==> src/rtl/jpeg_rle_block_decoder.sv <==
// Expands one 8x8 block of Huffman-decoded run/size/amplitude symbols into
// 64 zig-zag ordered signed coefficients, restoring DC from its differential.
module jpeg_rle_block_decoder #(
  parameter int COEF_W = 12,
  parameter int PRED_W = 12
) (
  input  logic              clk,
  input  logic              rst_n,
  input  logic              dc_clear,
  input  logic              sym_valid,
  output logic              sym_ready,
  input  logic [3:0]        sym_run,
  input  logic [3:0]        sym_size,
  input  logic [COEF_W-1:0] sym_amp,
  output logic              coef_valid,
  input  logic              coef_ready,
  output logic [COEF_W-1:0] coef_data,
  output logic [5:0]        coef_idx,
  output logic              coef_last,
  output logic              blk_err
);

  // Handshakes: a beat moves on a rising edge where valid & ready are both
  // high; a source holds its payload stable until that edge.
  typedef enum logic [2:0] {S_DC, S_AC_SYM, S_ZEROS, S_VALUE, S_FILL} state_t;

  state_t              state, state_n;
  logic [5:0]          nidx, nidx_n;
  logic [3:0]          zcnt, zcnt_n;
  logic [COEF_W-1:0]   hold, hold_n;
  logic                has_val, has_val_n;
  logic                err_flag, err_n;
  logic [PRED_W-1:0]   pred, pred_n, pred_base, pred_sum;
  logic                armed;
  logic                adv, accept;
  logic                emit, e_last, e_err;
  logic [COEF_W-1:0]   e_data, amp_ext;
  logic [6:0]          rem, need;
  logic                is_eob, is_zrl;

  function automatic logic [COEF_W-1:0] extend(input logic [3:0] size,
                                               input logic [COEF_W-1:0] amp);
    int s;
    logic [COEF_W:0] mask, m_amp;
    s     = (int'(size) > COEF_W) ? COEF_W : int'(size);
    mask  = ((COEF_W+1)'(1) << s) - (COEF_W+1)'(1);
    m_amp = {1'b0, amp} & mask;
    if (s == 0) return '0;
    if (m_amp[s-1]) return m_amp[COEF_W-1:0];
    return COEF_W'(m_amp - mask);
  endfunction

  // State register
  always_ff @(posedge clk or negedge rst_n) begin
    if (!rst_n) state <= S_DC;
    else        state <= state_n;
  end

  // Next-state and datapath control
  always_comb begin
    state_n   = state;
    nidx_n    = nidx;
    zcnt_n    = zcnt;
    hold_n    = hold;
    has_val_n = has_val;
    err_n     = err_flag;
    pred_base = dc_clear ? '0 : pred;
    pred_n    = pred_base;
    emit      = 1'b0;
    e_data    = '0;
    amp_ext   = extend(sym_size, sym_amp);
    pred_sum  = pred_base + PRED_W'($signed(amp_ext));
    rem       = 7'd64 - {1'b0, nidx};
    is_eob    = (sym_run == 4'd0) && (sym_size == 4'd0);
    is_zrl    = (sym_run == 4'd15) && (sym_size == 4'd0);
    need      = is_zrl ? 7'd16 : ({3'b000, sym_run} + 7'd1);
    case (state)
      S_DC: if (accept) begin
        pred_n = pred_sum;
        if (adv) begin
          emit    = 1'b1;
          e_data  = COEF_W'($signed(pred_sum));
          state_n = S_AC_SYM;
        end else begin
          hold_n    = COEF_W'($signed(pred_sum));
          has_val_n = 1'b1;
          state_n   = S_VALUE;
        end
      end
      // The first beat of every AC symbol goes out on the accepting edge.
      S_AC_SYM: if (accept) begin
        emit = 1'b1;
        if (is_eob) begin
          state_n = S_FILL;
        end else if (need > rem) begin
          err_n     = 1'b1;
          has_val_n = 1'b0;
          state_n   = S_FILL;
        end else if (is_zrl) begin
          zcnt_n    = 4'd15;
          has_val_n = 1'b0;
          state_n   = S_ZEROS;
        end else if (sym_run == 4'd0) begin
          e_data = amp_ext;
        end else begin
          zcnt_n    = sym_run - 4'd1;
          hold_n    = amp_ext;
          has_val_n = 1'b1;
          state_n   = (sym_run == 4'd1) ? S_VALUE : S_ZEROS;
        end
      end
      S_ZEROS: if (adv) begin
        emit   = 1'b1;
        zcnt_n = zcnt - 4'd1;
        if (zcnt == 4'd1) state_n = has_val ? S_VALUE : S_AC_SYM;
      end
      S_VALUE: if (adv) begin
        emit      = 1'b1;
        e_data    = hold;
        has_val_n = 1'b0;
        state_n   = S_AC_SYM;
      end
      S_FILL: if (adv) emit = 1'b1;
      default: state_n = S_DC;
    endcase
    e_err  = err_n;
    e_last = (nidx == 6'd63);
    if (emit) begin
      nidx_n = nidx + 6'd1;
      if (e_last) begin
        state_n   = S_DC;
        err_n     = 1'b0;
        has_val_n = 1'b0;
      end
    end
  end

  // Outputs derived from state
  always_comb begin
    adv       = !coef_valid || coef_ready;
    sym_ready = armed && ((state == S_DC) || ((state == S_AC_SYM) && adv));
    accept    = sym_valid && sym_ready;
  end

  always_ff @(posedge clk or negedge rst_n) begin
    if (!rst_n) begin
      nidx       <= '0;
      zcnt       <= '0;
      hold       <= '0;
      has_val    <= 1'b0;
      err_flag   <= 1'b0;
      pred       <= '0;
      armed      <= 1'b0;
      coef_valid <= 1'b0;
      coef_data  <= '0;
      coef_idx   <= '0;
      coef_last  <= 1'b0;
      blk_err    <= 1'b0;
    end else begin
      nidx     <= nidx_n;
      zcnt     <= zcnt_n;
      hold     <= hold_n;
      has_val  <= has_val_n;
      err_flag <= err_n;
      pred     <= pred_n;
      armed    <= 1'b1;
      blk_err  <= emit && e_last && e_err;
      if (emit) begin
        coef_valid <= 1'b1;
        coef_data  <= e_data;
        coef_idx   <= nidx;
        coef_last  <= e_last;
      end else if (coef_ready) begin
        coef_valid <= 1'b0;
      end
    end
  end

endmodule

==> config.mk <==
export PLATFORM = sky130hd
export DESIGN_NAME = jpeg_rle_block_decoder
export DESIGN_NICKNAME = d
export VERILOG_FILES = /design/src/rtl/jpeg_rle_block_decoder.sv
export SDC_FILE = /design/constraint.sdc
export NUM_CORES = 1
export LEC_CHECK = 0
export CAP_MARGIN = 0
export CELL_PAD_IN_SITES_DETAIL_PLACEMENT = 2
export CELL_PAD_IN_SITES_GLOBAL_PLACEMENT = 2
export CORE_ASPECT_RATIO = 1.4
export CORE_MARGIN = 2
export CORE_UTILIZATION = 36
export DETAILED_ROUTE_END_ITERATION = 8
export GPL_ROUTABILITY_DRIVEN = 0
export PLACE_DENSITY = 0.87
export SETUP_SLACK_MARGIN = 0.02
export SYNTH_ARGS = -nofsm -noshare
export SYNTH_HDL_FRONTEND = slang
export SYNTH_SLANG_ARGS = --single-unit
==> constraint.sdc <==
create_clock -name clk -period 3.3 [get_ports clk]
set_input_delay 0.66 -clock clk [delete_from_list [all_inputs] [get_ports clk]]
set_output_delay 0.66 -clock clk [all_outputs]
set_load 0.01 [all_outputs]
==> reports/qor.yml, run 1 <==
synth:
  async_flop_share: 1.00
  synth-edff-count: 0
  synth_nets: 659
  syn_area_per_cell_um2: 8.37
  synth_cell_types: 85
  netlist_instances: 606
  yosys_warnings: 0
  ys_ff_latch: 61
  synthFlopType: "dfrtp_1"
  syn_area_um2: 5070
  yosysSeqAreaShare: 0.301
clocking:
  h-tree-depth: 3
  cts_made_buffers: 9
  postCtsSetupBuffers: 20
  cts_hold_buffers: 0
  clock-sinks: 61
  postCtsResizedCells: 113
  clk_path_buf_depth: 2
  cts_root_buffer: "clkbuf_16"
outcome:
  status: "stopped before the end"
  error_line: "[ERROR DPL-0033] detailed placement checks failed during check placement."
  stop_stage: "clock tree synthesis"
floorplan:
  fp.dieH_um: 144
  die_w_um: 104
  io-pin-count: 47
  start_util: 0.366
  rows: 51
placed_design:
  dpl_cell_area_um2: 6830
  port_buffers: 46
  dp_hpwl_um: 19900
  pre_cts_ws_ps: -2590
[cell families after synthesis]
group | synth area share
compound gates | 0.214
xor+xnor | 0.0809
fa+ha+maj | 0.0792
buf+inv | 0.0572
flops | 0.301
mux | 0.0372
other cells | 0.000739
simple gates | 0.230
[cells in the mapped netlist (4+ instances only)]
master / number / area (um^2)
nand3b_1: 4 / 30.0
xor2_1: 16 / 140
xnor2_1: 29 / 254
o31ai_1: 4 / 30.0
and2_1: 4 / 25.0
nand2_1: 81 / 304
nor2b_1: 20 / 125
nand4_1: 5 / 31.3
inv_1: 30 / 113
mux2i_1: 10 / 100
and3_1: 5 / 31.3
nand3_1: 15 / 75.1
o22ai_1: 5 / 31.3
mux2_2: 4 / 45.0
nand2b_1: 12 / 75.1
o21ai_0: 27 / 135
buf_6: 6 / 67.6
dfrtp_1: 61 / 1530
nor4_1: 4 / 25.0
clkbuf_1: 20 / 75.1
a22oi_1: 4 / 30.0
or3_1: 4 / 25.0
a21oi_1: 31 / 155
ha_1: 27 / 338
o21ai_1: 8 / 40.0
a222oi_1: 10 / 100
nor2_1: 59 / 221
a31oi_1: 7 / 43.8
nor3_1: 16 / 80.1
[per-stage QoR]
step	hold WS (ps)	std cells
detailed placement	502	953
global placement	458	953
floorplan	364	606
==> inputs of run 2 (changes only) <==
==> config.mk (replaced) <==
export PLATFORM = sky130hd
export DESIGN_NAME = jpeg_rle_block_decoder
export DESIGN_NICKNAME = d
export VERILOG_FILES = /design/src/rtl/jpeg_rle_block_decoder.sv
export SDC_FILE = /design/constraint.sdc
export NUM_CORES = 1
export LEC_CHECK = 0
export CAP_MARGIN = 0
export CORE_MARGIN = 2
export CORE_UTILIZATION = 40
export DETAILED_ROUTE_END_ITERATION = 8
export GPL_ROUTABILITY_DRIVEN = 0
export PLACE_DENSITY_LB_ADDON = 0.15
export SYNTH_ARGS = -nofsm -noshare
export SYNTH_HDL_FRONTEND = slang
export SYNTH_SLANG_ARGS = --single-unit
==> run 2 against run 1 <==
The flow now finishes, with violations (negative setup slack). Area after synthesis unchanged. Synthesized cell count stayed put.
==> reports/qor.yml, run 2 <==
floorplan:
  fp.dieH_um: 117  # -19%
  rows: 41  # -20%
  die_area_um2: 13600
  die_w_um: 117  # +12%
  core-area_um2: 12500
  start_util: 0.405  # +0.0389
  io-pin-count: 47  # unchanged
clocking:
  clk_path_buf_depth: 2  # unchanged
  cts_tree: "done"
  cts_root_buffer: "clkbuf_16"
  clkLatencyLatePin_ps: 340
  cts_made_buffers: 9  # unchanged
  clkTransAtPathRegs_ps: 50
  cts_hold_buffers: 0  # unchanged
  clock-sinks: 61  # unchanged
  h-tree-depth: 3  # unchanged
timing:
  rsz0062_at_grt: "yes"
  fin_skew_ps: 6.03
  timing.final.ws_setup_ps: -1280
  fmax_mhz: 218
  setup_violations: 36
  slew_headroom: 0.464
  finalMaxSlewViolations: 0
  worst_pin_slew_ps: 804
  finalHoldViolCount: 0
  finalCritPeriodShare: 1.39
  fin_crit_ps: 4580
worst_setup_path:
  reg2reg_depth: 15
  start_kind: "input port"
  critPathLaunch: "sym_size[0]"
  cp.required_ps: 3560
  crit_cells: 26
  worstSetupEndpointType: "flop"
  path_buf_inv: 7
  critPathKind: "in2reg"
  cpMaxStageDelayCell: "a221o_1"
  critical_path.endpoint: "hold[11]"
  arrival_ps: 4840
  path_common_cell: "buf_4"
  rr_startpoint: "nidx[1]"
  cpPeakStageDelay_ps: 360
  critPathTopFamily: "compound AO/OA/AOI/OAI gates"
  cp_max_fo: 6
  ff2ff_setup_slack_ps: 180
  worstReg2RegEnd: "hold[10]"
synth:
  synthTopCellsByArea: "dfrtp_1 30%, ha_1 6.7%, nand2_1 6.0%"
  yosysMostFrequentCell: "nand2_1"
  yosysSeqAreaShare: 0.301  # unchanged
  synth_cell_types: 85  # unchanged
  yosysTopAreaCellShare: 0.301  # unchanged
  yosys_warnings: 0  # unchanged
  synthFlopType: "dfrtp_1"
  yosysTopAreaCell: "dfrtp_1"
  ys_ff_latch: 61  # unchanged
  netlist_instances: 606  # unchanged
  synthTopCellsByCount: "81 x nand2_1, 61 x dfrtp_1, 59 x nor2_1"
  syn_area_per_cell_um2: 8.37  # unchanged
  synth-edff-count: 0  # unchanged
  synth_nets: 659  # unchanged
  syn_area_um2: 5070  # unchanged
  async_flop_share: 1.00  # unchanged
power:
  leakage_nw: 3.47
  power_mw: 4.80
  power_density_nw_per_um2: 631
  ir_drop_mv: 0.413
routing:
  route.detailed.drc: 0
  first_pass_iters: 4
  num_vias: 5096
  ant_nets: 0
  viasPerCell: 5.23
  routed_wl_um: 15000
  wl_per_cell_um: 15.4
  drtIter0Drc: 272
final_layout:
  diodes: 0
  drive_gt1_frac: 0.357
  areaGrowthSynthToFinish_pct: 50.1
  fillers: 1121
  layout.nets: 852
  final_core_util: 0.608
  layout_common_cells: "163 x buf_4, 76 x nand2_1, 61 x dfrtp_1"
  reg.largest.list: "coef_data x12, hold x12, pred x12"
  layout_commonest_cell: "buf_4"
placed_design:
  port_buffers: 46  # unchanged
  dp_hpwl_um: 11200  # -44%
  pre_cts_ws_ps: -2210  # +378 ps
outcome:
  status: "finished with violations"
  violations: "negative setup slack"
global_route:
  grt_pass1_vias: 5074
  grt_use_total: 0.233
  antenna_found_initial: 0
  grt_max_degree: 62
  grt_pass1_wl_um: 24800
  overflow: 0
flow_run:
  max_cap_violations: 0
worst_hold_path:
  hold_path_class: "in2async"
[run 2: report_power, final]
part           internal, mW  total [mW]  switching, mW
combinational          1.31        2.64           1.34
clock                 0.595       0.934          0.339
sequential             1.03        1.22          0.197
[run 2: worst reg2reg max path: stages, from the launching register on]
cell,delay [ps]
dfrtp_1,410
inv_1,100
ha_1,320
inv_1,50
ha_1,290
nor2b_1,140
o21a_1,160
o21a_1,170
o21ai_1,150
a221oi_2,90
nor3_1,180
nor2_1,80
a221o_2,390
buf_4,170
a22oi_1,200
o21ai_1,100
[run 2: metrics by stage]
| step | hold WS, ps | cell area (um^2) | cells | setup TNS, ps |
|---|---|---|---|---|
| finish | 476 | 7620 | 974 | -35460 |
| floorplan | 364 | 5240 | 606 | -66670 |
| global placement | 462 | 6800 | 938 | -68290 |
| detailed placement | 470 | 6800 | 938 | -73940 |
| CTS | 481 | 7410 | 969 | -34560 |
| global route | 512 | 7620 | 974 | -43990 |
[run 2: layer usage]
layer	global-route usage	vias up	share of wire
li1	-	2535	-
met1	0.324	2398	0.46
met2	0.366	142	0.47
met3	0.0462	21	0.053
met4	0.0792	0	0.020
met5	0	-	0
[run 2: how the worst min path moves through the flow]
stage,slack (ps),endpoint,cells past startpoint,from
CTS,480,coef_idx[5],2,coef_idx[5]
global placement,460,coef_last,2,coef_last
finish,480,hold[8],2,rst_n
global route,510,coef_idx[3],2,coef_idx[3]
detailed placement,470,coef_idx[3],2,coef_idx[3]
floorplan,360,armed,0,rst_n
[run 2: cell families after synthesis]
kind of cell | synth area share
flip-flops | 0.301
multiplexers | 0.0372
XOR/XNOR | 0.0809
adder cells (fa/ha/maj) | 0.0792
AO/OA/AOI/OAI | 0.214
buffers and inverters | 0.0572
other | 0.000739
AND/OR/NAND/NOR | 0.230
[run 2: area by class of cell]
| cell class | count | area (um^2) | area share |
|---|---|---|---|
| multi-input combinational | 482 | 3740 | 0.491 |
| timing repair buffer | 214 | 1740 | 0.228 |
| sequential | 61 | 1530 | 0.200 |
| clock buffer | 12 | 246 | 0.0324 |
| tap | 172 | 215 | 0.0283 |
| inverter | 31 | 118 | 0.0154 |
| clock inverter | 2 | 35.0 | 0.00460 |
[run 2: timing repair]
action	4_1_cts	5_1_grt
setup buffers	18	5
hold endpoints to repair	0	0
gates resized for setup	65	32
pin swaps	36	23
endpoints found under the setup margin	44	41
(Power assumes the default switching activity.)
==> inputs of run 3 (changes only) <==
==> constraint.sdc (replaced) <==
create_clock -name clk -period 3.3 [get_ports clk]
set_input_delay 0.66 -clock clk [delete_from_list [all_inputs] [get_ports clk]]
set_output_delay 0.66 -clock clk [all_outputs]
set_load 0.05 [all_outputs]
==> run 3 against run 2 <==
Final area increased by 1.2%. Combinational power increased by 12%. Worst hold slack improved by 7.7 ps. Maximum frequency decreased by 0.44%. Critical path type unchanged. Die area unchanged. The run still ends with negative setup slack left. Total power increased by 8.9%. Sequential power about the same.
==> reports/qor.yml, run 3 (synthesis results as in run 2) <==
global_route:
  grt_pass1_wl_um: 24200  # -2.4%
  overflow: 0  # unchanged
  grt_use_total: 0.229  # -0.00468
  antenna_found_initial: 0  # unchanged
  grt_pass1_vias: 4943  # -2.6%
  grt_max_degree: 62  # unchanged
floorplan:
  start_util: 0.405  # unchanged
  die_area_um2: 13600  # unchanged
  fp.dieH_um: 117  # unchanged
  die_w_um: 117  # unchanged
  rows: 41  # unchanged
  core-area_um2: 12500  # unchanged
  io-pin-count: 47  # unchanged
final_layout:
  drive_gt1_frac: 0.363  # +0.00602
  layout.nets: 856  # +0.47%
  fillers: 1103  # -1.6%
  reg.largest.list: "coef_data x12, hold x12, pred x12"
  layout.cells.non_filler: 980  # +0.62%
  diodes: 0  # unchanged
  layout_common_cells: "159 x buf_4, 76 x nand2_1, 61 x dfrtp_1"
  multiInputGateArea_um2: 3720  # -0.47%
  fin_area_um2: 7710  # +1.2%
  areaGrowthSynthToFinish_pct: 52.0
  layout_commonest_cell: "buf_4"
  seqCellArea_um2: 1530  # unchanged
placed_design:
  dp_hpwl_um: 11100  # -0.25%
  port_buffers: 46  # unchanged
  dpl_cell_area_um2: 6770  # -0.37%
  placed_cells: 935  # -0.32%
timing:
  fin_skew_ps: 5.40  # -0.631 ps
  finalMaxSlewViolations: 0  # unchanged
  finalHoldViolCount: 0  # unchanged
  slew_headroom: 0.462  # -0.00249
  setup_violations: 36  # unchanged
  fmax_mhz: 217  # -0.44%
  finalCritPeriodShare: 1.39  # +0.00613
  fin_crit_ps: 4600  # +20.2 ps
  timing.final.ws_setup_ps: -1300  # -20.2 ps
  hold_slack_ps: 484  # +7.72 ps
  worst_pin_slew_ps: 808  # +3.74 ps
  rsz0062_at_grt: "yes"
power:
  ir_drop_mv: 0.575  # +39%
  leakage_nw: 3.53  # +1.5%
  power_density_nw_per_um2: 678  # +7.6%
  power_mw: 5.23  # +8.9%
routing:
  wl_per_cell_um: 15.6  # +1.8%
  ant_nets: 0  # unchanged
  route.detailed.drc: 0  # unchanged
  first_pass_iters: 7  # +3
  num_vias: 5193  # +1.9%
  routed_wl_um: 15300  # +2.4%
  drtIter0Drc: 239  # -12%
  viasPerCell: 5.30  # +1.3%
worst_setup_path:
  cp.required_ps: 3520  # -40 ps
  worstSetupEndpointType: "flop"
  start_kind: "input port"
  cp_max_fo: 5  # -1
  critPathKind: "in2reg"
  arrival_ps: 4820  # -20 ps
clocking:
  h-tree-depth: 3  # unchanged
  clk_path_buf_depth: 2  # unchanged
  clkLatencyLatePin_ps: 340  # about the same
  clock-sinks: 61  # unchanged
  clkTransAtPathRegs_ps: 50  # about the same
  cts_tree: "done"
  cts_made_buffers: 9  # unchanged
  cts_root_buffer: "clkbuf_16"
flow_run:
  max_cap_violations: 0  # unchanged
outcome:
  status: "finished with violations"
  violations: "negative setup slack"
worst_hold_path:
  hold_path_class: "reg2reg"
run 3: through the flow:
step / worst slack [ps] / utilization / setup TNS (ps)
after global routing: -1520 / 0.616 / -43590
after global placement: -2050 / 0.541 / -68190
after CTS: -1330 / 0.597 / -36320
after floorplan: -2230 / - / -66670
after detailed placement: -2250 / 0.541 / -73820
final: -1300 / 0.616 / -35960
run 3: power breakdown:
| group | switching (mW) | internal, mW |
|---|---|---|
| registers | 0.200 | 1.03 |
| logic | 1.63 | 1.33 |
| clock network | 0.345 | 0.699 |
| total | 2.18 | 3.06 |
run 3: cell type report:
type,count,share of cell area
Multi-Input combinational cell,482,0.482
Timing Repair Buffer,218,0.234
Inverter,31,0.0156
Clock inverter,4,0.00909
Clock buffer,12,0.0333
Tap cell,172,0.0279
Sequential cell,61,0.198
run 3: repair_timing:
action	4_1_cts	5_1_grt
setup buffers	22	9
setup endpoints to repair	44	41
hold buffers	0	0
resized for setup	72	36
pin swaps	34	30
endpoints found under the hold margin	0	0
run 3: routing by layer:
| layer | global-route usage | vias up | wire length, um |
|---|---|---|---|
| met5 | 0 | - | 0 |
| met4 | 0.0729 | 0 | 282 |
| met3 | 0.0332 | 22 | 735 |
| met2 | 0.380 | 147 | 7350 |
| met1 | 0.309 | 2484 | 6960 |
| li1 | - | 2540 | - |
run 3: critical path, stage by stage:
cell	delay, ps
buf_6	90
a21boi_4	140
inv_2	80
ha_4	120
nor3b_4	200
clkinv_2	110
ha_4	170
or4b_1	470
o211ai_1	100
a221o_1	180
o2111ai_2	100
o22ai_2	220
buf_6	160
mux2i_2	210
nor2_2	80
ha_1	280
a21o_1	220
o21ai_2	230
o221ai_4	150
nand4_4	110
buf_4	120
nand3b_1	130
xor2_2	220
mux2_2	270
run 3: final timing paths:
path                        startpoint  depth (start not counted)      endpoint  slack, ps
min                          coef_last                          2     coef_last        480
min reg2reg                  coef_last                          2     coef_last        480
max reg2reg                    nidx[1]                         15      hold[10]        110
max                        sym_size[0]                         24       pred[9]      -1300
max in group asynchronous        rst_n                          2       blk_err       2270
min in group asynchronous        rst_n                          2  coef_data[8]        500
